$ cat src/rtl/fetch_pkg.sv
// Shared fetch types: datapath widths, reset PC default, FSM state encoding and buffer entry layout.
package fetch_pkg;

    localparam int XLEN = 32;
    localparam int ILEN = 32;

    localparam logic [XLEN-1:0] RESET_PC_DEFAULT = 32'h0000_0000;

    typedef enum logic [1:0] {
        ST_IDLE  = 2'd0,
        ST_RUN   = 2'd1,
        ST_FAULT = 2'd2
    } fetch_state_t;

    typedef struct packed {
        logic [XLEN-1:0] pc;
        logic [ILEN-1:0] data;
    } fetch_entry_t;

    function automatic logic [XLEN-1:0] next_pc(input logic [XLEN-1:0] pc);
        return pc + 32'd4;
    endfunction

endpackage

$ cat src/rtl/inst_fifo.sv
// Generic synchronous FIFO, power-of-two DEPTH >= 2, head readable combinationally (zero-latency).
// Push into a full FIFO is accepted only together with a pop; clr empties it on the next edge.
module inst_fifo
    import fetch_pkg::*;
#(
    parameter int DEPTH = 2,
    parameter int WIDTH = 32
) (
    input  logic                     clk,
    input  logic                     rst,
    input  logic                     clr,
    input  logic                     push,
    input  logic [WIDTH-1:0]         push_data,
    input  logic                     pop,
    output logic [WIDTH-1:0]         head,
    output logic                     empty,
    output logic                     full,
    output logic [$clog2(DEPTH):0]   count
);
    localparam int AW = $clog2(DEPTH);
    localparam logic [AW:0] FULL_CNT = DEPTH[AW:0];

    logic [WIDTH-1:0] mem [DEPTH];
    logic [AW-1:0]    wr_ptr;
    logic [AW-1:0]    rd_ptr;
    logic             do_push;
    logic             do_pop;

    assign empty   = (count == '0);
    assign full    = (count == FULL_CNT);
    assign do_pop  = pop && !empty;
    assign do_push = push && (!full || do_pop);
    assign head    = mem[rd_ptr];

    always_ff @(posedge clk) begin
        if (rst || clr) begin
            wr_ptr <= '0;
            rd_ptr <= '0;
            count  <= '0;
        end else begin
            if (do_push) wr_ptr <= wr_ptr + 1'b1;
            if (do_pop)  rd_ptr <= rd_ptr + 1'b1;
            count <= count + {{AW{1'b0}}, do_push} - {{AW{1'b0}}, do_pop};
        end
    end

    always_ff @(posedge clk) begin
        if (do_push && !clr) mem[wr_ptr] <= push_data;
    end

endmodule

$ cat src/rtl/inst_fetch.sv
// Instruction fetch: in-order memory requests, zero-latency instruction buffer head, redirect flush.
// Requests gated by buffer credit and MAX_OUT; FETCH_MISALIGN_CHECK_EN enables the misaligned-redirect fault.
module inst_fetch
    import fetch_pkg::*;
#(
    parameter logic [XLEN-1:0] RESET_PC   = RESET_PC_DEFAULT,
    parameter int              FIFO_DEPTH = 2,
    parameter int              MAX_OUT    = 2
) (
    input  logic            clk,
    input  logic            rst,
    output logic            memReqValid,
    input  logic            memReqReady,
    output logic [XLEN-1:0] memAddr,
    input  logic            memRspValid,
    input  logic [ILEN-1:0] memRspData,
    input  logic            redirectValid,
    input  logic [XLEN-1:0] redirectPc,
    output logic            instValid,
    input  logic            instReady,
    output logic [ILEN-1:0] inst,
    output logic [XLEN-1:0] instPc,
    output logic            fetchFault
);
    localparam int CW = $clog2(FIFO_DEPTH) + 1;
    localparam logic [CW:0]   DEPTH_LIM = FIFO_DEPTH[CW:0];
    localparam logic [CW-1:0] MAX_LIM   = MAX_OUT[CW-1:0];

    fetch_state_t    state;
    fetch_state_t    state_nxt;
    logic [XLEN-1:0] fetch_pc;
    logic [CW-1:0]   outstanding;
    logic [CW-1:0]   outstanding_nxt;
    logic [CW-1:0]   discard_cnt;

    logic [XLEN-1:0] redirect_pc;
    logic            misaligned;
    logic            req_xfer;
    logic            rsp_take;
    logic            rsp_live;
    logic [CW:0]     credit_used;

    fetch_entry_t    buf_wr;
    fetch_entry_t    buf_head;
    logic            buf_empty;
    logic            buf_full;
    logic [CW-1:0]   buf_count;

    logic [XLEN-1:0] aq_head;
    logic            aq_empty;
    logic            aq_full;
    logic [CW-1:0]   aq_count;

`ifdef FETCH_MISALIGN_CHECK_EN
    assign redirect_pc = redirectPc;
    assign misaligned  = redirectValid && (redirectPc[1:0] != 2'b00);
    assign fetchFault  = (state == ST_FAULT);
    logic unused_sigs;
    assign unused_sigs = &{1'b0, buf_full, aq_empty, aq_full, aq_count};
`else
    assign redirect_pc = {redirectPc[XLEN-1:2], 2'b00};
    assign misaligned  = 1'b0;
    assign fetchFault  = 1'b0;
    logic unused_sigs;
    assign unused_sigs = &{1'b0, buf_full, aq_empty, aq_full, aq_count, redirectPc[1:0]};
`endif

    // Outstanding count includes requests already marked for discard, so MAX_OUT bounds real traffic.
    assign credit_used = {1'b0, buf_count} + {1'b0, outstanding};
    assign memReqValid = (state == ST_RUN) && (credit_used < DEPTH_LIM) && (outstanding < MAX_LIM);
    assign memAddr     = fetch_pc;
    assign req_xfer    = memReqValid && memReqReady;

    assign rsp_take = memRspValid && (outstanding != '0);
    assign rsp_live = rsp_take && (discard_cnt == '0);

    assign outstanding_nxt = outstanding + {{(CW-1){1'b0}}, req_xfer}
                                         - {{(CW-1){1'b0}}, rsp_take};

    assign buf_wr.pc   = aq_head;
    assign buf_wr.data = memRspData;

    inst_fifo #(
        .DEPTH (FIFO_DEPTH),
        .WIDTH ($bits(fetch_entry_t))
    ) u_inst_buf (
        .clk       (clk),
        .rst       (rst),
        .clr       (redirectValid),
        .push      (rsp_live && !redirectValid),
        .push_data (buf_wr),
        .pop       (instReady && !redirectValid),
        .head      (buf_head),
        .empty     (buf_empty),
        .full      (buf_full),
        .count     (buf_count)
    );

    // Holds addresses of live (non-discarded) requests only; discarded ones are dropped on redirect.
    inst_fifo #(
        .DEPTH (FIFO_DEPTH),
        .WIDTH (XLEN)
    ) u_addr_q (
        .clk       (clk),
        .rst       (rst),
        .clr       (redirectValid),
        .push      (req_xfer && !redirectValid),
        .push_data (fetch_pc),
        .pop       (rsp_live),
        .head      (aq_head),
        .empty     (aq_empty),
        .full      (aq_full),
        .count     (aq_count)
    );

    assign instValid = !buf_empty;
    assign inst      = instValid ? buf_head.data : '0;
    assign instPc    = instValid ? buf_head.pc   : '0;

    always_comb begin
        state_nxt = state;
        case (state)
            ST_IDLE:  state_nxt = misaligned ? ST_FAULT : ST_RUN;
            ST_RUN:   if (misaligned) state_nxt = ST_FAULT;
            ST_FAULT: if (redirectValid && !misaligned) state_nxt = ST_RUN;
            default:  state_nxt = ST_IDLE;
        endcase
    end

    always_ff @(posedge clk) begin
        if (rst) begin
            state       <= ST_IDLE;
            fetch_pc    <= RESET_PC;
            outstanding <= '0;
            discard_cnt <= '0;
        end else begin
            state       <= state_nxt;
            outstanding <= outstanding_nxt;
            if (redirectValid) begin
                fetch_pc    <= redirect_pc;
                discard_cnt <= outstanding_nxt;
            end else begin
                if (req_xfer) fetch_pc <= next_pc(fetch_pc);
                if (rsp_take && (discard_cnt != '0)) discard_cnt <= discard_cnt - 1'b1;
            end
        end
    end

endmodule

$ cat config.mk
export PLATFORM = sky130hd
export DESIGN_NAME = inst_fetch
export DESIGN_NICKNAME = d
export VERILOG_FILES = /design/src/rtl/fetch_pkg.sv /design/src/rtl/inst_fifo.sv /design/src/rtl/inst_fetch.sv
export SDC_FILE = /design/constraint.sdc
export NUM_CORES = 1
export LEC_CHECK = 0
export ABC_AREA = 1
export BUFFER_PORTS_ARGS = -buffer_cell sky130_fd_sc_hd__buf_2
export CORE_AREA = 2 2 209 211
export DETAILED_ROUTE_END_ITERATION = 16
export DIE_AREA = 0 0 211 213
export GPL_TIMING_DRIVEN = 0
export PLACE_DENSITY = 0.45
export SYNTH_ARGS = -nofsm -noshare
export SYNTH_HDL_FRONTEND = slang
export SYNTH_SLANG_ARGS = --single-unit
$ cat constraint.sdc
create_clock -name clk -period 5.95 [get_ports clk]
set_clock_uncertainty 0.15 [all_clocks]
set_input_delay 0.595 -clock clk [delete_from_list [all_inputs] [get_ports clk]]
set_output_delay 0.595 -clock clk [all_outputs]
set_load 0.01 [all_outputs]
==> flow_metrics.env, run 1 <==
export IMPL_status="completed"
export IMPL_hp_start="memRspData[20]"
export IMPL_synth_warnings=0
export IMPL_period_share_pct=57.6
export IMPL_drt_total_wl_mm=28.4
export IMPL_vias_per_cell=4.08
export IMPL_synth_area_leaders="edfxtp_1 (57%), nand2_1 (11%), dfxtp_1 (9.2%)"
export IMPL_yosysTopAreaCell="edfxtp_1"
export IMPL_cpPeakStageDelay_ns=0.69
export IMPL_crit_family="buffers and inverters"
export IMPL_fp_dieH_um=213
export IMPL_endpoint="instPc[23]"
export IMPL_cpMostUsedCell="clkbuf_1"
export IMPL_final_layout_size_suffix_gt1_share_pct=25.4
export IMPL_vias=6849
export IMPL_p_clk_share_pct=41.5
export IMPL_netSwitchingFraction_pct=24.8
export IMPL_grt_max_degree=26
export IMPL_cp_arrival_ns=2.68
export IMPL_grt_pass1_wl_mm=41.7
export IMPL_rows=76
export IMPL_critPathSlowestCell="clkbuf_1"
export IMPL_drtIter0Drc=432
export IMPL_final_nets=1190
export IMPL_r2r_end="u_inst_buf.mem[1][15]"
export IMPL_final_max_slew_viol_count=0
export IMPL_io_pins=169
export IMPL_hold_violations=0
export IMPL_wire_per_inst_um=16.9
export IMPL_r2r_slack_ns=3.05
export IMPL_worstSetupPathType="register to primary output"
export IMPL_design_area_um2=12300
export IMPL_multi_input_area_um2=2930
export IMPL_syn_mean_instance_area_um2=10.7
export IMPL_vdd_ir_drop_max_uv=181
export IMPL_cts_resized=0
export IMPL_ctsHoldBuffers=0
export IMPL_min_period_ns=3.43
export IMPL_hold_slack_ns=0.0915
export IMPL_grt_usage_pct=12.5
export IMPL_rr_worst_depth=8
export IMPL_end_kind="primary output"
export IMPL_worstPathCellList="clkbuf_1 -> clkbuf_1 -> nand2_1 -> a21oi_1 -> buf_2"
export IMPL_cts_clk_slew_worst_paths_ns=0.06
export IMPL_setup_viol=0
export IMPL_switchingPower_w=0.000964
export IMPL_cts_tree="yes"
export IMPL_cts_buffers=28
export IMPL_port_buffers=161
export IMPL_insertion_delay_ns=0.54
export IMPL_rsz0062_at_grt="false"
export IMPL_syn_area_um2=9740
export IMPL_fmax_ghz=0.292
export IMPL_cp_max_fo=10
export IMPL_dp_hpwl_mm=20.6
export IMPL_drt_first_pass_iters=6
export IMPL_first_global_vias=6742
export IMPL_antenna_found_initial=1
export IMPL_die_w_um=211
export IMPL_ys_types=32
export IMPL_p_seq_share_pct=48.5
export IMPL_placed_area_um2=11400
export IMPL_slew_limit_headroom_pct=38.1
export IMPL_crit_required_ns=5.20
export IMPL_r2r_start="u_inst_buf.count[1]"
export IMPL_setup_ws_ns=2.52
export IMPL_grt_overflow=0
export IMPL_power_frac_comb_pct=10.1
export IMPL_dieArea_um2=44900
export IMPL_yosys_area_top_type_share_pct=56.7
export IMPL_startpoint_type="register"
export IMPL_route_detailed_drc=0
export IMPL_min_delay_path_class="input pin to register"
export IMPL_worstMarginPinSlew_ns=0.929
export IMPL_core_area_um2=42700
export IMPL_crit_cells=5
export IMPL_synth_seq_cells=229
export IMPL_ctsHtreeMaxLevel=1
export IMPL_initial_core_util_pct=22.8
export IMPL_root_buffer="clkbuf_16"
export IMPL_synthCells=910
export IMPL_power_leakage_nw=4.78
export IMPL_globalplace_congestion=0.803
export IMPL_fillers=4443
export IMPL_antenna_left=0
export IMPL_cp_buffers_inverters=3
export IMPL_power_density_nw_per_um2=316
export IMPL_cts_setup_buffers=0
export IMPL_clock_tree_buffer_depth=3
export IMPL_yosysSeqAreaShare_pct=65.9
export IMPL_maxCapViolations=0
export IMPL_p_int_w=0.00293
export IMPL_detailedPlace_worstSlack_ns=2.89
export IMPL_seqCellArea_um2=6430
export IMPL_syn_to_final_growth_pct=26.6
export IMPL_cts_sinks=229
export IMPL_fin_util_pct=28.9
sequential cells by signal, indices dropped and copies added (netlist names), 2 cells and up, named ones only:
name,flops
u_inst_buf.mem,124
u_addr_q.mem,60
memAddr,30
discard_cnt,2
outstanding,2
u_addr_q.count,2
u_inst_buf.count,2
worst min path at each step:
stage	to	cells past startpoint
2_1_floorplan	register	1
3_3_place_gp	u_addr_q.rd_ptr	1
3_5_place_dp	u_addr_q.rd_ptr	1
4_1_cts	u_inst_buf.mem[0][31]	1
5_1_grt	u_inst_buf.mem[0][20]	1
6_report	u_inst_buf.mem[0][20]	1
power by group through the flow:
stage	clock network [W]	logic, W	registers [W]
finish	0.00161	0.000392	0.00189
global route	0.00174	0.000443	0.00190
CTS	0.00167	0.000402	0.00189
detailed placement	0	0.000400	0.00192
global placement	0	0.000368	0.00193
floorplan	0	0.000220	0.00191
synth_stat cells:
| master | count |
|---|---|
| inv_2 | 5 |
| conb_1 | 1 |
| nand2_4 | 1 |
| ha_1 | 7 |
| a21oi_1 | 92 |
| nand2_2 | 5 |
| a21oi_2 | 1 |
| buf_6 | 1 |
| nor2_1 | 57 |
| mux2_2 | 30 |
| o21a_1 | 1 |
| nor3_1 | 4 |
| o21ai_0 | 21 |
| edfxtp_1 | 184 |
| dfxtp_1 | 45 |
| nand2_1 | 289 |
| nand4_4 | 1 |
| nand3_1 | 21 |
| nor2_8 | 1 |
| xor2_1 | 14 |
| xnor2_1 | 4 |
| nor2_2 | 9 |
| inv_1 | 61 |
| buf_4 | 7 |
| a31oi_1 | 8 |
| clkbuf_1 | 24 |
| fa_1 | 1 |
| buf_2 | 5 |
| o21ai_1 | 1 |
| nor2_4 | 6 |
| buf_1 | 1 |
| or2_2 | 2 |
placed cells by master, fill, tap and decap left out, drive strengths merged:
master	count
a21oi	93
a31oi	8
buf	182
bufinv	1
clkbuf	60
clkinv	10
clkinvlp	4
conb	5
dfxtp	45
diode	1
edfxtp	184
fa	1
ha	7
inv	66
mux2	30
nand2	295
nand3	21
nand4	1
nor2	73
nor3	4
o21a	1
o21ai	22
or2	2
xnor2	4
xor2	14
through the flow:
step	cells	setup TNS (ns)	total power [W]
6_report	1680	0	0.00389
3_3_place_gp	1621	-114.25	0.00230
5_1_grt	1679	0	0.00408
4_1_cts	1679	0	0.00396
3_5_place_dp	1628	0	0.00232
2_1_floorplan	914	0	0.00213
cell families (layout without fill, tap and decap cells):
group	count (synthesis)	after routing	share of synthesized area [%]
AND/OR/NAND/NOR	396	396	16.9
flip-flops	229	229	65.9
AO/OA/AOI/OAI	124	124	6.54
buffers and inverters	104	323	4.42
multiplexers	30	30	3.47
XOR/XNOR	18	18	1.62
adder cells (fa/ha/maj)	8	8	1.10
other	1	6	0.0385
per-layer routing:
metal  track usage, %  up-vias  wire length (µm)
li1                 -     3450                 -
met1             15.9     3199             12700
met2             21.4      162             13400
met3             3.09       38              1730
met4             2.94        0               483
met5                0        -                 0
final cells by class:
class / count / area share [%]
antenna: 1 / 0.0203
buffer: 38 / 1.48
clock buffer: 36 / 6.26
clock inverter: 15 / 0.883
inverter: 66 / 2.01
multi-input combinational: 581 / 23.8
sequential: 229 / 52.1
tap: 546 / 5.54
timing repair buffer: 168 / 7.91
Power figures use the tool's default switching activity.
==> inputs of run 2 (changes only) <==
Clock period 5.95 ns to 3.3 ns, I/O delays scaled along.
==> run 2 against run 1 <==
Combinational power up 88%. Global-route usage is 0.19 points higher. First-iteration DRC count is 17% lower. Critical path type unchanged. Worst hold slack got worse by 0.054 ns.
==> flow_metrics.env, run 2 (same netlist as run 1, synthesis figures left out) <==
export IMPL_hold_violations=0
export IMPL_route_detailed_drc=0
export IMPL_grt_max_degree=28
export IMPL_ctsHtreeMaxLevel=1
export IMPL_worstSetupPathType="register to primary output"
export IMPL_placed_area_um2=11400
export IMPL_seqCellArea_um2=6430
export IMPL_top_register="u_inst_buf.mem"
export IMPL_drt_total_wl_mm=29.0
export IMPL_end_kind="primary output"
export IMPL_clock_tree_buffer_depth=3
export IMPL_switchingPower_w=0.00174
export IMPL_worstMarginPinSlew_ns=0.794
export IMPL_root_buffer="clkbuf_16"
export IMPL_final_nets=1240
export IMPL_wire_per_inst_um=16.7
export IMPL_slew_limit_headroom_pct=47.0
export IMPL_core_area_um2=42700
export IMPL_rsz0062_at_grt="false"
export IMPL_critPathSlowestCell="dfxtp_1"
export IMPL_port_buffers=161
export IMPL_rows=76
export IMPL_final_common_cell="nand2_1"
export IMPL_final_layout_size_suffix_gt1_share_pct=23.8
export IMPL_mostFrequentLayoutCells="nand2_1 (289), edfxtp_1 (184), buf_2 (166)"
export IMPL_initial_core_util_pct=22.8
export IMPL_setup_viol=0
export IMPL_cts_setup_buffers=0
export IMPL_fp_dieH_um=213
export IMPL_drt_first_pass_iters=4
export IMPL_cts_buffers=27
export IMPL_cts_clk_slew_worst_paths_ns=0.06
export IMPL_p_clk_share_pct=41.1
export IMPL_p_int_w=0.00530
export IMPL_first_global_vias=7072
export IMPL_power_frac_comb_pct=10.5
export IMPL_design_area_um2=12800
export IMPL_netSwitchingFraction_pct=24.7
export IMPL_fillers=4467
export IMPL_globalplace_congestion=0.795
export IMPL_dieArea_um2=44900
export IMPL_power_leakage_nw=4.98
export IMPL_dp_cells=1627
export IMPL_cts_sinks=229
export IMPL_crit_family="buffers and inverters"
export IMPL_maxCapViolations=0
export IMPL_power_density_nw_per_um2=550
export IMPL_cpPeakStageDelay_ns=0.55
export IMPL_grt_usage_pct=12.7
export IMPL_die_w_um=211
export IMPL_vias_per_cell=4.05
export IMPL_cp_max_fo=10
export IMPL_cp_buffers_inverters=3
export IMPL_tns_ns=0
export IMPL_period_share_pct=87.1
export IMPL_fin_cells=1729
export IMPL_min_delay_path_class="input pin to register"
export IMPL_dp_hpwl_mm=20.6
export IMPL_hold_slack_ns=0.0376
export IMPL_syn_to_final_growth_pct=31.2
export IMPL_fin_util_pct=29.9
export IMPL_min_period_ns=2.88
export IMPL_cp_arrival_ns=2.40
export IMPL_status="completed"
export IMPL_io_pins=169
export IMPL_crit_required_ns=2.82
export IMPL_vias=7008
export IMPL_grt_overflow=0
export IMPL_startpoint_type="register"
export IMPL_fmax_ghz=0.348
export IMPL_vdd_ir_drop_max_uv=389
export IMPL_p_seq_share_pct=48.4
export IMPL_worstPathCellList="inv_2 -> clkbuf_1 -> nand2_1 -> a21oi_1 -> buf_2"
export IMPL_antenna_found_initial=2
export IMPL_drtIter0Drc=357
export IMPL_largest_reg_flops=124
export IMPL_multi_input_area_um2=2930
export IMPL_final_max_slew_viol_count=0
export IMPL_grt_pass1_wl_mm=42.6
export IMPL_insertion_delay_ns=0.55
export IMPL_antenna_left=0
export IMPL_cts_tree="yes"
-- run 2: worst min-delay path: cells and delay by family --
family          cells  cell delay (ns)
compound gates      2             0.12
buf+inv             2             0.17
simple gates        1             0.05
-- run 2: metal layers --
metal,GRT usage (%),part of all wire [%],wire length (µm),vias up
met5,0,0.052,15,-
met2,21.6,47,13500,161
li1,-,-,-,3560
met4,3.86,2.3,652,2
met3,2.72,5.2,1500,37
met1,16.2,46,13200,3248
-- run 2: area by class of cell --
type	instances	share of cell area, %
multi-input cells	581	22.9
well taps	546	5.34
clock buffers	29	5.34
inverters	66	1.94
repair buffers	220	11.4
diodes	1	0.0196
flip-flops and latches	229	50.3
clock inverters	20	1.30
plain buffers	37	1.41
-- run 2: stage by stage --
step	power [W]	worst slack, ns
4_1_cts	0.00716	0.0346
5_1_grt	0.00735	0.148
2_1_floorplan	0.00385	0.00121
3_3_place_gp	0.00414	-1.58
6_report	0.00704	0.425
3_5_place_dp	0.00417	0.395
-- run 2: final timing paths --
check	slack, ns	end	startpoint	cells after the start
min reg2reg	0.32	register	u_addr_q.rd_ptr	1
max reg2reg	0.48	u_inst_buf.mem[1][24]	u_inst_buf.count[1]	8
max	0.42	instPc[6]	register	5
min	0.04	memAddr[31]	redirectPc[31]	5
-- run 2: power groups by stage --
| stage | combinational [W] | clock (W) | sequential [W] |
|---|---|---|---|
| after floorplan | 0.000398 | 0 | 0.00345 |
| after global placement | 0.000663 | 0 | 0.00348 |
| after detailed placement | 0.000699 | 0 | 0.00347 |
| after CTS | 0.000755 | 0.00300 | 0.00341 |
| after global routing | 0.000834 | 0.00309 | 0.00342 |
| final | 0.000738 | 0.00290 | 0.00340 |
-- run 2: repair_timing --
action | CTS | global route
hold buffers | 53 | 0
gates resized for setup | 1 | 0
setup endpoints to repair | 2 | 10
endpoints found under the hold margin | 87 | 0
==> inputs of run 3 (changes only) <==
Clock period 3.3 ns to 2.9 ns, I/O delays scaled along.
==> run 3 against run 2 <==
Critical path type unchanged. Worst hold slack got worse by 0.015 ns. Final cell count rose by 0.75%. Die area did not move. Combinational power rose by 17%. Count of clock-buffer cells in the layout rose by 7. Sequential cell count did not move. Via count rose by 1.5%.
==> flow_metrics.env, run 3 (same netlist as run 1, synthesis figures left out) <==
export IMPL_status="completed"
export IMPL_min_period_ns=2.60
export IMPL_crit_required_ns=2.46
export IMPL_grt_pass1_wl_mm=42.5
export IMPL_vias=7113
export IMPL_startpoint_type="register"
export IMPL_fmax_ghz=0.385
export IMPL_dp_hpwl_mm=20.5
export IMPL_p_int_w=0.00612
export IMPL_worstPathCellList="nor2_4 -> clkbuf_1 -> a21oi_1 -> buf_2"
export IMPL_clock_tree_buffer_depth=3
export IMPL_diodes=0
export IMPL_slew_limit_headroom_pct=56.6
export IMPL_switchingPower_w=0.00195
export IMPL_rows=76
export IMPL_dieArea_um2=44900
export IMPL_worstSetupPathType="register to primary output"
export IMPL_cts_sinks=229
export IMPL_mostFrequentLayoutCells="nand2_1 (289), edfxtp_1 (184), buf_2 (166)"
export IMPL_antenna_left=0
export IMPL_drt_first_pass_iters=5
export IMPL_wire_per_inst_um=16.4
export IMPL_rsz0062_at_grt="false"
export IMPL_final_common_cell="nand2_1"
export IMPL_design_area_um2=13000
export IMPL_cp_arrival_ns=2.16
export IMPL_maxCapViolations=0
export IMPL_rr_worst_depth=12
export IMPL_drtIter0Drc=347
export IMPL_port_buffers=161
export IMPL_die_w_um=211
export IMPL_drt_total_wl_mm=28.5
export IMPL_core_area_um2=42700
export IMPL_antenna_found_initial=0
export IMPL_power_density_nw_per_um2=622
export IMPL_min_delay_path_class="input pin to register"
export IMPL_fp_dieH_um=213
export IMPL_cts_tree="yes"
export IMPL_r2r_start="u_inst_buf.count[0]"
export IMPL_root_buffer="clkbuf_16"
export IMPL_top_register="u_inst_buf.mem"
export IMPL_grt_usage_pct=12.5
export IMPL_worstMarginPinSlew_ns=0.651
export IMPL_p_seq_share_pct=48.0
export IMPL_period_share_pct=89.6
export IMPL_p_clk_share_pct=41.3
export IMPL_final_max_slew_viol_count=0
export IMPL_insertion_delay_ns=0.54
export IMPL_cpPeakStageDelay_ns=0.50
export IMPL_cp_startpoint="u_inst_buf.count[1]"
export IMPL_end_kind="primary output"
export IMPL_final_layout_size_suffix_gt1_share_pct=24.2
export IMPL_r2r_slack_ns=0.31
export IMPL_vias_per_cell=4.08
export IMPL_fin_util_pct=30.4
export IMPL_critPathSlowestCell="clkbuf_1"
export IMPL_globalplace_congestion=0.804
export IMPL_cts_buffers=27
export IMPL_hold_path_cell_count=5
export IMPL_ctsHtreeMaxLevel=1
export IMPL_route_detailed_drc=0
export IMPL_r2r_end="discard_cnt[1]"
export IMPL_power_leakage_nw=5.06
export IMPL_placed_area_um2=11400
export IMPL_min_to="memAddr[31]"
export IMPL_hold_violations=0
export IMPL_cp_max_fo=10
export IMPL_first_global_vias=7120
export IMPL_io_pins=169
export IMPL_netSwitchingFraction_pct=24.2
export IMPL_setup_viol=0
export IMPL_syn_to_final_growth_pct=33.1
export IMPL_vdd_ir_drop_max_uv=298
export IMPL_largest_reg_flops=124
export IMPL_cts_clk_slew_worst_paths_ns=0.06
export IMPL_hp_start="redirectPc[31]"
export IMPL_grt_max_degree=29
export IMPL_initial_core_util_pct=22.8
export IMPL_grt_overflow=0
export IMPL_hold_slack_ns=0.0228
export IMPL_power_frac_comb_pct=10.7
export IMPL_final_nets=1255
[run 3: cell types whose count changed in the layout (fill, tap and decap cells not counted)]
cell           previous run  this run
clkbuf_1                 24        28
clkbuf_2                  1         2
dlygate4sd3_1            53        63
buf_16                    1         3
buf_4                     7        11
clkinv_2                  3         2
clkinv_4                  0         1
dfxtp_2                   0         1
diode_2                   1         0
clkbuf_8                  0         2
clkinv_1                 12         4
buf_12                    5         4
dfxtp_1                  45        44
[run 3: metrics by stage]
step	TNS, ns	cells	total power [W]	setup slack, ns
3_3_place_gp	-130.42	1621	0.00471	-0.807
4_1_cts	0	1739	0.00819	0.0884
2_1_floorplan	0	914	0.00438	0.0725
6_report	0	1742	0.00807	0.301
5_1_grt	0	1742	0.00844	0.0589
3_5_place_dp	0	1628	0.00475	0.00565
[run 3: layout make-up]
class                           count  area (µm²)
Buffer                             37         181
Clock buffer                       36         729
Clock inverter                     12         140
Fill cell                        4418       29700
Inverter                           66         248
Multi-Input combinational cell    581        2930
Sequential cell                   229        6430
Tap cell                          546         683
Timing Repair Buffer              235        1630
[run 3: power groups by stage]
stage | Combinational (W) | Sequential [W] | Clock [W]
finish | 0.000863 | 0.00387 | 0.00334
global route | 0.000978 | 0.00390 | 0.00357
CTS | 0.000881 | 0.00388 | 0.00343
detailed placement | 0.000805 | 0.00394 | 0
global placement | 0.000760 | 0.00395 | 0
floorplan | 0.000455 | 0.00392 | 0
[run 3: timing repair]
action / CTS / global route
endpoints found under the hold margin: 97 / 0
hold buffers: 63 / 0
setup buffers: 1 / 3
pin swaps: 1 / 3
gates resized for setup: 2 / 2
endpoints found under the setup margin: 85 / 55
[run 3: worst max-delay path, delay by kind of cell (launching register included)]
| family | cells | cell delay, ns |
|---|---|---|
| compound gates | 1 | 0.11 |
| buf+inv | 2 | 0.67 |
| flops | 1 | 0.38 |
| simple gates | 1 | 0.45 |
[run 3: how the worst max path moves through the flow]
stage,endpoint,slack (ns)
after floorplan,u_addr_q.mem[1][10],0.07
after CTS,instPc[28],0.09
after detailed placement,u_inst_buf.mem[0][6],0.006
after global routing,discard_cnt[1],0.06
final,inst[23],0.30
after global placement,u_addr_q.mem[1][25],-0.81
[run 3: per-layer routing]
metal  GRT usage, %  vias to the layer above  part of all wire (%)
li1               -                     3586                     -
met2           21.4                      171                    47
met1           16.0                     3326                    45
met4           3.38                        0                   2.2
met3           2.71                       30                   5.6
met5              0                        -                     0
